### config.mk
export PLATFORM = sky130hd
export DESIGN_NAME = rr_priority_arbiter
export DESIGN_NICKNAME = d
export VERILOG_FILES = /design/src/rtl/rr_priority_arbiter.sv
export SDC_FILE = /design/constraint.sdc
export NUM_CORES = 1
export LEC_CHECK = 0
export ABC_AREA = 0
export CAP_MARGIN = 0
export CORE_UTILIZATION = 47
export CTS_CLUSTER_DIAMETER = 120
export CTS_CLUSTER_SIZE = 14
export DETAILED_ROUTE_END_ITERATION = 10
export PLACE_DENSITY = 0.81
export SLEW_MARGIN = 5
export SYNTH_ARGS = -nofsm -noshare
export SYNTH_HDL_FRONTEND = slang
export SYNTH_SLANG_ARGS = --single-unit
export TNS_END_PERCENT = 10
### constraint.sdc
create_clock -name clk -period 5.7 [get_ports clk]
set_input_delay 0.57 -clock clk [delete_from_list [all_inputs] [get_ports clk]]
set_output_delay 0.57 -clock clk [all_outputs]
set_load 0.005 [all_outputs]
### src/rtl/rr_priority_arbiter.sv
`default_nettype none
// ============================================================================
// Module      : rr_priority_arbiter
// Description : Round-robin arbiter with registered one-hot grant, rotating
//               search pointer and optional per-ownership hold limit.
// Revision    : 1.0 - initial release
// ============================================================================
module rr_priority_arbiter #(
    parameter int N        = 8,
    parameter int IDW      = 3,
    parameter int MAX_HOLD = 16
) (
    input  logic           clk,
    input  logic           rst_n,
    input  logic [N-1:0]   req,
    output logic [N-1:0]   grant,
    output logic [IDW-1:0] grant_id,
    output logic           grant_valid,
    output logic           timeout
);

    localparam int                  c_HOLD_W    = $clog2(MAX_HOLD) + 1;
    localparam logic [c_HOLD_W-1:0] c_HOLD_LAST = (MAX_HOLD == 0) ? '0 : c_HOLD_W'(MAX_HOLD - 1);
    localparam logic [IDW:0]        c_N         = (IDW + 1)'(N);
    localparam logic [IDW-1:0]      c_LAST_ID   = IDW'(N - 1);
    localparam logic [N-1:0]        c_ONE       = {{(N-1){1'b0}}, 1'b1};

    typedef enum logic [0:0] {
        S_IDLE  = 1'b0,
        S_GRANT = 1'b1
    } state_t;

    state_t                r_state;
    logic [IDW-1:0]        r_ptr;
    logic [c_HOLD_W-1:0]   r_hold_cnt;
    logic [N-1:0]          r_grant;
    logic [IDW-1:0]        r_grant_id;
    logic                  r_grant_valid;
    logic                  r_timeout;

    logic                  w_found;
    logic [IDW-1:0]        w_win;
    logic [IDW:0]          w_sum;
    logic [IDW-1:0]        w_next_ptr;
    logic                  w_owner_req;
    logic                  w_hold_expired;

    // Rotating search: first set request at or above r_ptr, wrapping past N-1.
    always_comb begin
        w_found = 1'b0;
        w_win   = '0;
        w_sum   = '0;
        for (int i = 0; i < N; i++) begin
            w_sum = {1'b0, r_ptr} + (IDW + 1)'(i);
            if (w_sum >= c_N) begin
                w_sum = w_sum - c_N;
            end
            if (!w_found && req[w_sum[IDW-1:0]]) begin
                w_found = 1'b1;
                w_win   = w_sum[IDW-1:0];
            end
        end
    end

    assign w_next_ptr     = (r_grant_id == c_LAST_ID) ? '0 : r_grant_id + 1'b1;
    assign w_owner_req    = req[r_grant_id];
    assign w_hold_expired = (MAX_HOLD != 0) && (r_hold_cnt == c_HOLD_LAST);

    always_ff @(posedge clk or negedge rst_n) begin
        if (!rst_n) begin
            r_state       <= S_IDLE;
            r_ptr         <= '0;
            r_hold_cnt    <= '0;
            r_grant       <= '0;
            r_grant_id    <= '0;
            r_grant_valid <= 1'b0;
            r_timeout     <= 1'b0;
        end else begin
            case (r_state)
                S_IDLE: begin
                    r_timeout <= 1'b0;
                    if (w_found) begin
                        r_grant       <= c_ONE << w_win;
                        r_grant_id    <= w_win;
                        r_grant_valid <= 1'b1;
                        r_hold_cnt    <= '0;
                        r_state       <= S_GRANT;
                    end
                end
                S_GRANT: begin
                    // A release on the expiry edge wins, so timeout only flags forced revokes.
                    if (!w_owner_req || w_hold_expired) begin
                        r_grant       <= '0;
                        r_grant_id    <= '0;
                        r_grant_valid <= 1'b0;
                        r_ptr         <= w_next_ptr;
                        r_timeout     <= w_owner_req;
                        r_state       <= S_IDLE;
                    end else if (r_hold_cnt != '1) begin
                        r_hold_cnt <= r_hold_cnt + 1'b1;
                    end
                end
                default: begin
                    r_state <= S_IDLE;
                end
            endcase
        end
    end

    assign grant       = r_grant;
    assign grant_id    = r_grant_id;
    assign grant_valid = r_grant_valid;
    assign timeout     = r_timeout;

endmodule
`default_nettype wire

==> metrics.txt, run 1 <==
vias in the first global route=1596; H-tree Lvls=1; RSZ-0062 raised after global routing=no; part of the cycle the worst path needs=76.9%; Crit path arrival time=4.53 ns; Final Wtd Congestion=0.950; count leader, synth=dfrtp_1; Area Overhead vs Synth=12.7%; Setup Viol. Count Final=0; Leak=0.924 nW; Synth warnings=0; post_cts resized=0; Setup crit end kind=register; antenna cells=0; Final Cell Area=2300 um2; GRT overflow=0; Syn Inst Count=186; DRT Pass-1 Iters=4; Worst-path clk slew=0.07 ns; Final #Nets=220; Final Hold Viols=0; cell taking the most area after synthesis=dfrtp_1; synth unique cells=59; register area=551 um2; Rel. slew slack=38.0%; layout cell share with drive strength beyond 1=17.9%; DRC=0; Synth top area share=26.9%; Req. time, crit path=5.85 ns; WS Path Type=register to register; DR vias=1665; hpwl dp=3340 um; syn_area_per_cell=11.0 um2; routed wire length=4610 um; top cells by area, synth=dfrtp_1, mux4_2, mux4_1; TNS Setup=0 ns; Worst-Skew Late Latency=0.26 ns; worst slew pin tran=0.930 ns; area occupied by multi-input gates=1390 um2; GRT Total Usage=22.4%; fillers=342; Worst IR Drop VDD=0.368 mV; Core Area=4090 um2; largest net degree at the start of global routing=23; Power Total=1.39 mW; 1st-iter DRT viols=104; crit path max fanout=16; post-layout min period=4.38 ns; I/O pins=23; achievable frequency=0.228 GHz; setup repair bufs after CTS=0; clock buffer count from CTS=3; DP Area=2260 um2; clock buffer depth=2; die area=4620 um2; post-synthesis sequential area ratio=26.9%; max-slew violations=0; Post-CTS Hold Buffers=0; worst hold path type=register to register; initial antenna violation count=0; Worst Skew=0.00459 ns; antenna viol nets, final=0; worst hold path stage count=1; die span in y=68.0 um; Die X-Extent=68.0 um; IO buf count=22; outcome=completed; Power Density=605 nW/um2; reg2reg path depth=9; max-cap violation count=0; Main synth FF type=dfrtp_1; CTS sink cnt=22; WL/cell=18.4 um; net count after synthesis=203; Post-synth EDFFs=0; Post-synth top cells=dfrtp_1, mux2i_1, mux4_2, nand2_1, mux2_2; first-pass GRT wire length=7850 um; CTS tree=done; vias per inst=6.63; ys async rst share=100%; root buf cell=clkbuf_8; number of synthesized register bits=22; Std-Cell Rows=23; Mapped Area=2040 um2; crit start category=register; starting density of the core=50.0%
report_power, final:
part           internal (mW)  switching (mW)
Clock                 0.0471          0.0455
Sequential             0.206          0.0733
Combinational          0.495           0.526
layout by cell type (no fill, tap or decap), types with 6 or more instances in the layout:
master,n
nand2_1,11
clkdlybuf4s50_1,22
mux2i_1,13
mux2_2,10
dfrtp_1,22
o21ai_0,6
nor2_1,9
inv_1,8
ha_1,7
mux4_2,12
routing by layer:
layer	up-vias	share of wire [%]	GRT usage, %
met5	-	0	0
met1	823	45	33.1
li1	774	-	-
met3	6	5.9	4.50
met4	0	0.91	4.95
met2	62	49	33.7
cells by family after synthesis:
kind of cell	Yosys count	synth area share, %
buffers and inverters	20	5.20
XOR/XNOR	4	1.71
adder cells (fa/ha/maj)	7	4.28
AO/OA/AOI/OAI	52	19.4
AND/OR/NAND/NOR	40	10.2
multiplexers	41	32.3
flip-flops	22	26.9
area by class of cell:
| cell class | count | area share, % |
|---|---|---|
| flip-flops and latches | 22 | 23.9 |
| repair buffers | 23 | 9.89 |
| multi-input cells | 144 | 60.2 |
| well taps | 50 | 2.72 |
| inverters | 9 | 1.47 |
| clock buffers | 3 | 1.79 |
stage by stage:
stage / setup WS, ns / cells / hold WS [ns] / utilization (%)
final: 1.32 / 251 / 0.499 / 56.4
after global routing: 0.935 / 251 / 0.522 / 56.4
after CTS: 1.34 / 251 / 0.496 / 56.4
after detailed placement: 1.36 / 248 / 0.474 / 55.4
after global placement: 1.50 / 248 / 0.474 / 55.4
after floorplan: 2.29 / 186 / 0.274 / -
flip-flops by register name (all words and copies together) (netlist names):
signal,cells
grant,8
grant_id,3
grant_valid,1
r_hold_cnt,5
r_ptr,3
r_state,1
timeout,1
worst paths after layout:
check | start | to | slack, ns
worst max-delay path | r_ptr[1]$_DFFE_PN0P_ | grant[1]$_DFFE_PN0P_ | 1.32
worst min-delay path | grant[2]$_DFFE_PN0P_ | grant[2]$_DFFE_PN0P_ | 0.50
worst max register to register | r_ptr[1]$_DFFE_PN0P_ | grant[1]$_DFFE_PN0P_ | 1.32
worst min register to register | grant[2]$_DFFE_PN0P_ | grant[2]$_DFFE_PN0P_ | 0.50
max in group asynchronous | rst_n | grant_id[1]$_DFFE_PN0P_ | 4.31
min in group asynchronous | rst_n | r_hold_cnt[0]$_DFFE_PN0P_ | 0.83
critical path, stage by stage, from the launching register on:
cell and delay [ns]:
dfrtp_1 0.63, clkinv_1 0.35, ha_1 0.77, mux4_2 0.38
a211oi_1 0.10, a32oi_1 0.48, nor3_1 0.12, a21oi_1 0.76
nor2b_1 0.33, a22o_2 0.34
Power figures use the tool's default switching activity.
==> run 2: changes to the inputs <==
PLACE_DENSITY = 0.83   (was 0.81)
clock period = 3.9 ns   (was 5.7 ns; I/O delays follow)
==> run 2 against run 1 <==
  * Sequential power grew 37%
  * Sequential share of layout area shrank 0.52 points
  * Setup slack lost 0.63 ns
  * Highest routed layer unchanged
  * Clock skew grew 0.00075 ns
  * Utilization grew 1.3 points
  * Combinational power grew 54%
  * First-iteration DRC count shrank 15%
==> metrics.txt, run 2 (synthesis results as in run 1) <==
outcome=completed; Rel. slew slack=36.9% (-1.1 points); DP Area=2300 um2 (+1.7%); placed insts=253 (+2.0%); fillers=341 (-0.29%); DRC=0 (unchanged); crit start category=register; H-tree Lvls=1 (unchanged); Post-CTS Hold Buffers=0 (unchanged); max-cap violation count=0 (unchanged); WS Path Type=register to register; Core Area=4090 um2 (unchanged); pre-CTS setup slack=0.642 ns (-0.719 ns); DR vias=1678 (+0.78%); setup repair bufs after CTS=0 (unchanged); worst hold path type=register to register; starting density of the core=50.0% (unchanged); die area=4620 um2 (unchanged); Std-Cell Rows=23 (unchanged); largest net degree at the start of global routing=25 (+8.7%); Worst IR Drop VDD=0.421 mV (+14%); post_cts resized=0 (unchanged); Req. time, crit path=4.09 ns (-1.76 ns); reg2reg path depth=9 (unchanged); most frequent cells in the layout=dfrtp_1, clkdlybuf4s50_1, mux2i_1, mux4_2, nand2_1; I/O pins=23 (unchanged); Area Overhead vs Synth=15.2%; layout cell share with drive strength beyond 1=20.3% (+2.4 points); Power Density=898 nW/um2 (+48%); WL/cell=17.5 um (-4.8%); die span in y=68.0 um (unchanged); R2R setup slack=0.68 ns (-0.63 ns); Final Wtd Congestion=0.992 (+4.4%); worst slew pin tran=0.943 ns (+0.0131 ns); vias in the first global route=1541 (-3.4%); first-pass GRT wire length=7400 um (-5.8%); Final #Nets=225 (+2.3%); Crit path arrival time=3.41 ns (-1.12 ns); Final Cell Area=2350 um2 (+2.2%); IO buf count=22 (unchanged); post-layout min period=3.22 ns (-1.17 ns); root buf cell=clkbuf_8; clock buffer count from CTS=3 (unchanged); Leak=0.955 nW (+3.4%); worst hold path stage count=1 (unchanged); initial antenna violation count=0 (unchanged); CTS tree=done; DRT Pass-1 Iters=5 (+1); achievable frequency=0.311 GHz (+36%); hpwl dp=3250 um (-2.8%); GRT overflow=0 (unchanged); max reg flops=8 (unchanged); Worst-Skew Late Latency=0.26 ns (about the same); Setup crit end kind=register; Non-Filler Instances=257 (+2.4%); Worst Skew=0.00535 ns (+0.000754 ns); Worst-path clk slew=0.08 ns (about the same); antenna viol nets, final=0 (unchanged); CTS sink cnt=22 (unchanged); setup slack after layout=0.684 ns (-0.634 ns); vias per inst=6.53 (-1.6%); RSZ-0062 raised after global routing=no; 1st-iter DRT viols=88 (-15%); GRT Total Usage=21.2% (-1.2 points); Final Hold Viols=0 (unchanged); antenna cells=0 (unchanged); TNS Setup=0 ns (unchanged); crit path max fanout=7 (-9); routed wire length=4490 um (-2.6%); Die X-Extent=68.0 um (unchanged); Setup Viol. Count Final=0 (unchanged); clock buffer depth=2 (unchanged); max-slew violations=0 (unchanged); part of the cycle the worst path needs=82.5% (+5.6 points)
## run 2: final cells by class
class	instances	area (um2)	share of cell area (%)
Sequential cell	22	551	23.4
Tap cell	50	62.6	2.66
Timing Repair Buffer	28	265	11.3
Clock buffer	4	55.1	2.34
Multi-Input combinational cell	144	1390	58.9
Inverter	9	33.8	1.43
## run 2: layer usage
| layer | track usage (%) | vias up | share of wire (%) |
|---|---|---|---|
| li1 | - | 788 | - |
| met5 | 0 | - | 0 |
| met4 | 5.73 | 0 | 1.1 |
| met1 | 30.2 | 820 | 46 |
| met2 | 32.5 | 63 | 48 |
| met3 | 4.33 | 7 | 4.8 |
## run 2: where the power goes
group | internal (mW) | switching [mW]
registers | 0.302 | 0.0818
logic | 0.763 | 0.805
clock network | 0.0900 | 0.0712
total | 1.16 | 0.958
## run 2: critical path, cell delays in order (launching register included)
cell and delay (ns):
dfrtp_1 0.35, inv_1 0.11, ha_1 0.48, mux4_2 0.58
a211oi_1 0.31, a32oi_1 0.21, nand4b_1 0.29, a211oi_1 0.52
nand2_1 0.15, o2bb2ai_1 0.15
## run 2: stage by stage
step | utilization, % | hold WS, ns | total power [mW]
3_5_place_dp | 56.3 | 0.489 | 1.94
4_1_cts | 57.6 | 0.510 | 2.11
5_1_grt | 57.6 | 0.521 | 2.28
2_1_floorplan | - | 0.0944 | 1.60
6_report | 57.6 | 0.501 | 2.11
3_3_place_gp | 56.3 | 0.474 | 1.90
## run 2: path summary, 6_finish.rpt
path	start	end
max in group asynchronous	rst_n	r_hold_cnt[0]$_DFFE_PN0P_
worst min register to register	grant[2]$_DFFE_PN0P_	grant[2]$_DFFE_PN0P_
min in group asynchronous	rst_n	grant[2]$_DFFE_PN0P_
worst min-delay path	grant[2]$_DFFE_PN0P_	grant[2]$_DFFE_PN0P_
worst max-delay path	r_ptr[0]$_DFFE_PN0P_	grant[7]$_DFFE_PN0P_
worst max register to register	r_ptr[0]$_DFFE_PN0P_	grant[7]$_DFFE_PN0P_
==> run 3: changes to the inputs <==
clock period = 2.8 ns   (was 3.9 ns; I/O delays follow)
==> run 3 against run 2 <==
  * The run now ends with setup timing left
  * Setup slack worse by 0.93 ns
  * Hold slack better by 0.0084 ns
  * Wire length up 43%
  * Critical endpoint is now grant[2]$_DFFE_PN0P_
  * Largest power group unchanged
  * Highest routed layer unchanged
==> metrics.txt, run 3 (synthesis results as in run 1) <==
outcome=finished with violations; failing checks=setup timing; Crit path arrival time=3.21 ns (-0.20 ns); CP max-delay cell=or4_4; Setup crit end kind=register; achievable frequency=0.328 GHz (+5.4%); GRT Total Usage=28.6% (+7.4 points); I/O pins=23 (unchanged); Final Cell Area=2820 um2 (+20%); most frequent cells in the layout=buf_4, dfrtp_1, clkdlybuf4s50_1, mux2i_1, mux4_2; Rel. slew slack=35.8% (-1.1 points); Worst-Skew Late Latency=0.27 ns (about the same); die span in y=68.0 um (unchanged); Leak=1.21 nW (+27%); die area=4620 um2 (unchanged); antenna viol nets, final=0 (unchanged); root buf cell=clkbuf_8; H-tree Lvls=1 (unchanged); CTS sink cnt=22 (unchanged); hpwl dp=4650 um (+43%); max-slew violations=0 (unchanged); Area Overhead vs Synth=37.8%; DP Area=2690 um2 (+17%); reg2reg start=r_ptr[0]$_DFFE_PN0P_; max-cap violation count=0 (unchanged); routed wire length=6420 um (+43%); Final #Nets=274 (+22%); antenna cells=0 (unchanged); R2R setup slack=-0.25 ns (-0.93 ns); layout cell share with drive strength beyond 1=39.1% (+19 points); worst hold path type=register to register; Final Hold Viols=0 (unchanged); first-pass GRT wire length=9760 um (+32%); worst slew pin tran=0.960 ns (+0.0166 ns); crit path max fanout=7 (unchanged); Worst Hold End=grant_valid$_DFFE_PN0P_; Finished Core Util=69.0% (+11 points); initial antenna violation count=0 (unchanged); Worst IR Drop VDD=0.870 mV (+110%); DR vias=2048 (+22%); CTS tree=done; crit start category=register; worst hold path stage count=1 (unchanged); setup slack after layout=-0.250 ns (-0.934 ns); placed insts=299 (+18%); ordered list of cells on the worst path=buf_6 > inv_8 > ha_4 > mux4_2 > mux2i_1 > a32oi_2 > or4_4 > o211ai_4 > inv_2 > a32o_1; WS Path Type=register to register; Req. time, crit path=2.96 ns (-1.13 ns); starting density of the core=50.0% (unchanged); most common cell after layout, fill and taps aside=buf_4; DRT Pass-1 Iters=6 (+1); Worst Skew=0.00312 ns (-0.00223 ns); HP Start=grant_valid$_DFFE_PN0P_; Final Wtd Congestion=0.936 (-5.6%); GRT overflow=0 (unchanged); Power Density=1390 nW/um2 (+55%); Worst-path clk slew=0.08 ns (about the same); clock buffer count from CTS=3 (unchanged); 1st-iter DRT viols=182 (+110%); part of the cycle the worst path needs=109% (+26 points); WL/cell=21.0 um (+20%); vias per inst=6.69 (+2.5%); max reg flops=8 (unchanged); Core Area=4090 um2 (unchanged); largest net degree at the start of global routing=23 (-8.0%); RSZ-0062 raised after global routing=yes; vias in the first global route=2012 (+31%); Worst path max stage delay=0.59 ns (about the same); IO buf count=22 (unchanged); post-layout min period=3.05 ns (-0.166 ns); Setup Viol. Count Final=14 (+14); Std-Cell Rows=23 (unchanged); Non-Filler Instances=306 (+19%); reg2reg path depth=10 (+1); DRC=0 (unchanged); clock buffer depth=2 (unchanged); worst r2r dst=grant[2]$_DFFE_PN0P_; Die X-Extent=68.0 um (unchanged)
==> run 3: where the power goes <==
part / internal, mW / switching, mW
registers: 0.421 / 0.117
logic: 1.58 / 1.50
clock network: 0.191 / 0.106
==> run 3: how the worst max path moves through the flow <==
stage                          from                    to  slack (ns)  cells past startpoint
6_report       r_ptr[0]$_DFFE_PN0P_  grant[2]$_DFFE_PN0P_       -0.25                     10
2_1_floorplan  r_ptr[0]$_DFFE_PN0P_  grant[2]$_DFFE_PN0P_       -0.26                     13
3_5_place_dp                 req[2]  grant[0]$_DFFE_PN0P_       -0.26                      8
5_1_grt        r_ptr[0]$_DFFE_PN0P_  grant[2]$_DFFE_PN0P_       -0.31                     10
3_3_place_gp                 req[2]  grant[0]$_DFFE_PN0P_       -0.19                      8
4_1_cts        r_ptr[0]$_DFFE_PN0P_  grant[2]$_DFFE_PN0P_       -0.09                     10
==> run 3: repair_timing <==
| action | 4_1_cts | 5_1_grt |
|---|---|---|
| pin swaps | 1 | 8 |
| setup endpoints to repair | 12 | 15 |
| resized for setup | 3 | 5 |
| setup buffers | 0 | 3 |
| endpoints found under the hold margin | 0 | 0 |
| hold buffers | 0 | 0 |
==> run 3: critical path, delay by kind of cell, from the launching register on <==
family,cells,cell delay [ns]
AOI/OAI and AO/OA,3,0.60
adders and majority gates,1,0.31
buffers and inverters,3,0.25
DFF,1,0.39
muxes,2,0.80
and+or+nand+nor,1,0.59
==> run 3: final cells by class <==
cell class / count / area, um2
fillers: 280 / 1270
clock inverters: 1 / 30.0
well taps: 50 / 62.6
repair buffers: 77 / 641
flip-flops and latches: 22 / 551
multi-input cells: 144 / 1450
inverters: 9 / 41.3
clock buffers: 3 / 41.3
==> run 3: routing by layer <==
metal / up-vias / wire (um) / global-route usage, %
met3: 26 / 454 / 6.50
li1: 887 / - / -
met4: 0 / 175 / 11.2
met1: 1017 / 2580 / 36.0
met5: - / 0 / 0
met2: 118 / 3210 / 47.4
==> run 3: per-stage QoR <==
stage          worst slack, ns  hold WS (ns)  total power, mW  TNS [ns]
2_1_floorplan           -0.260       -0.0156             2.36     -1.93
6_report                -0.250         0.509             3.92     -2.49
4_1_cts                -0.0924         0.505             3.72    -0.352
3_3_place_gp            -0.188         0.465             3.23     -1.75
3_5_place_dp            -0.265         0.488             3.35     -2.64
5_1_grt                 -0.314         0.528             4.13     -3.85
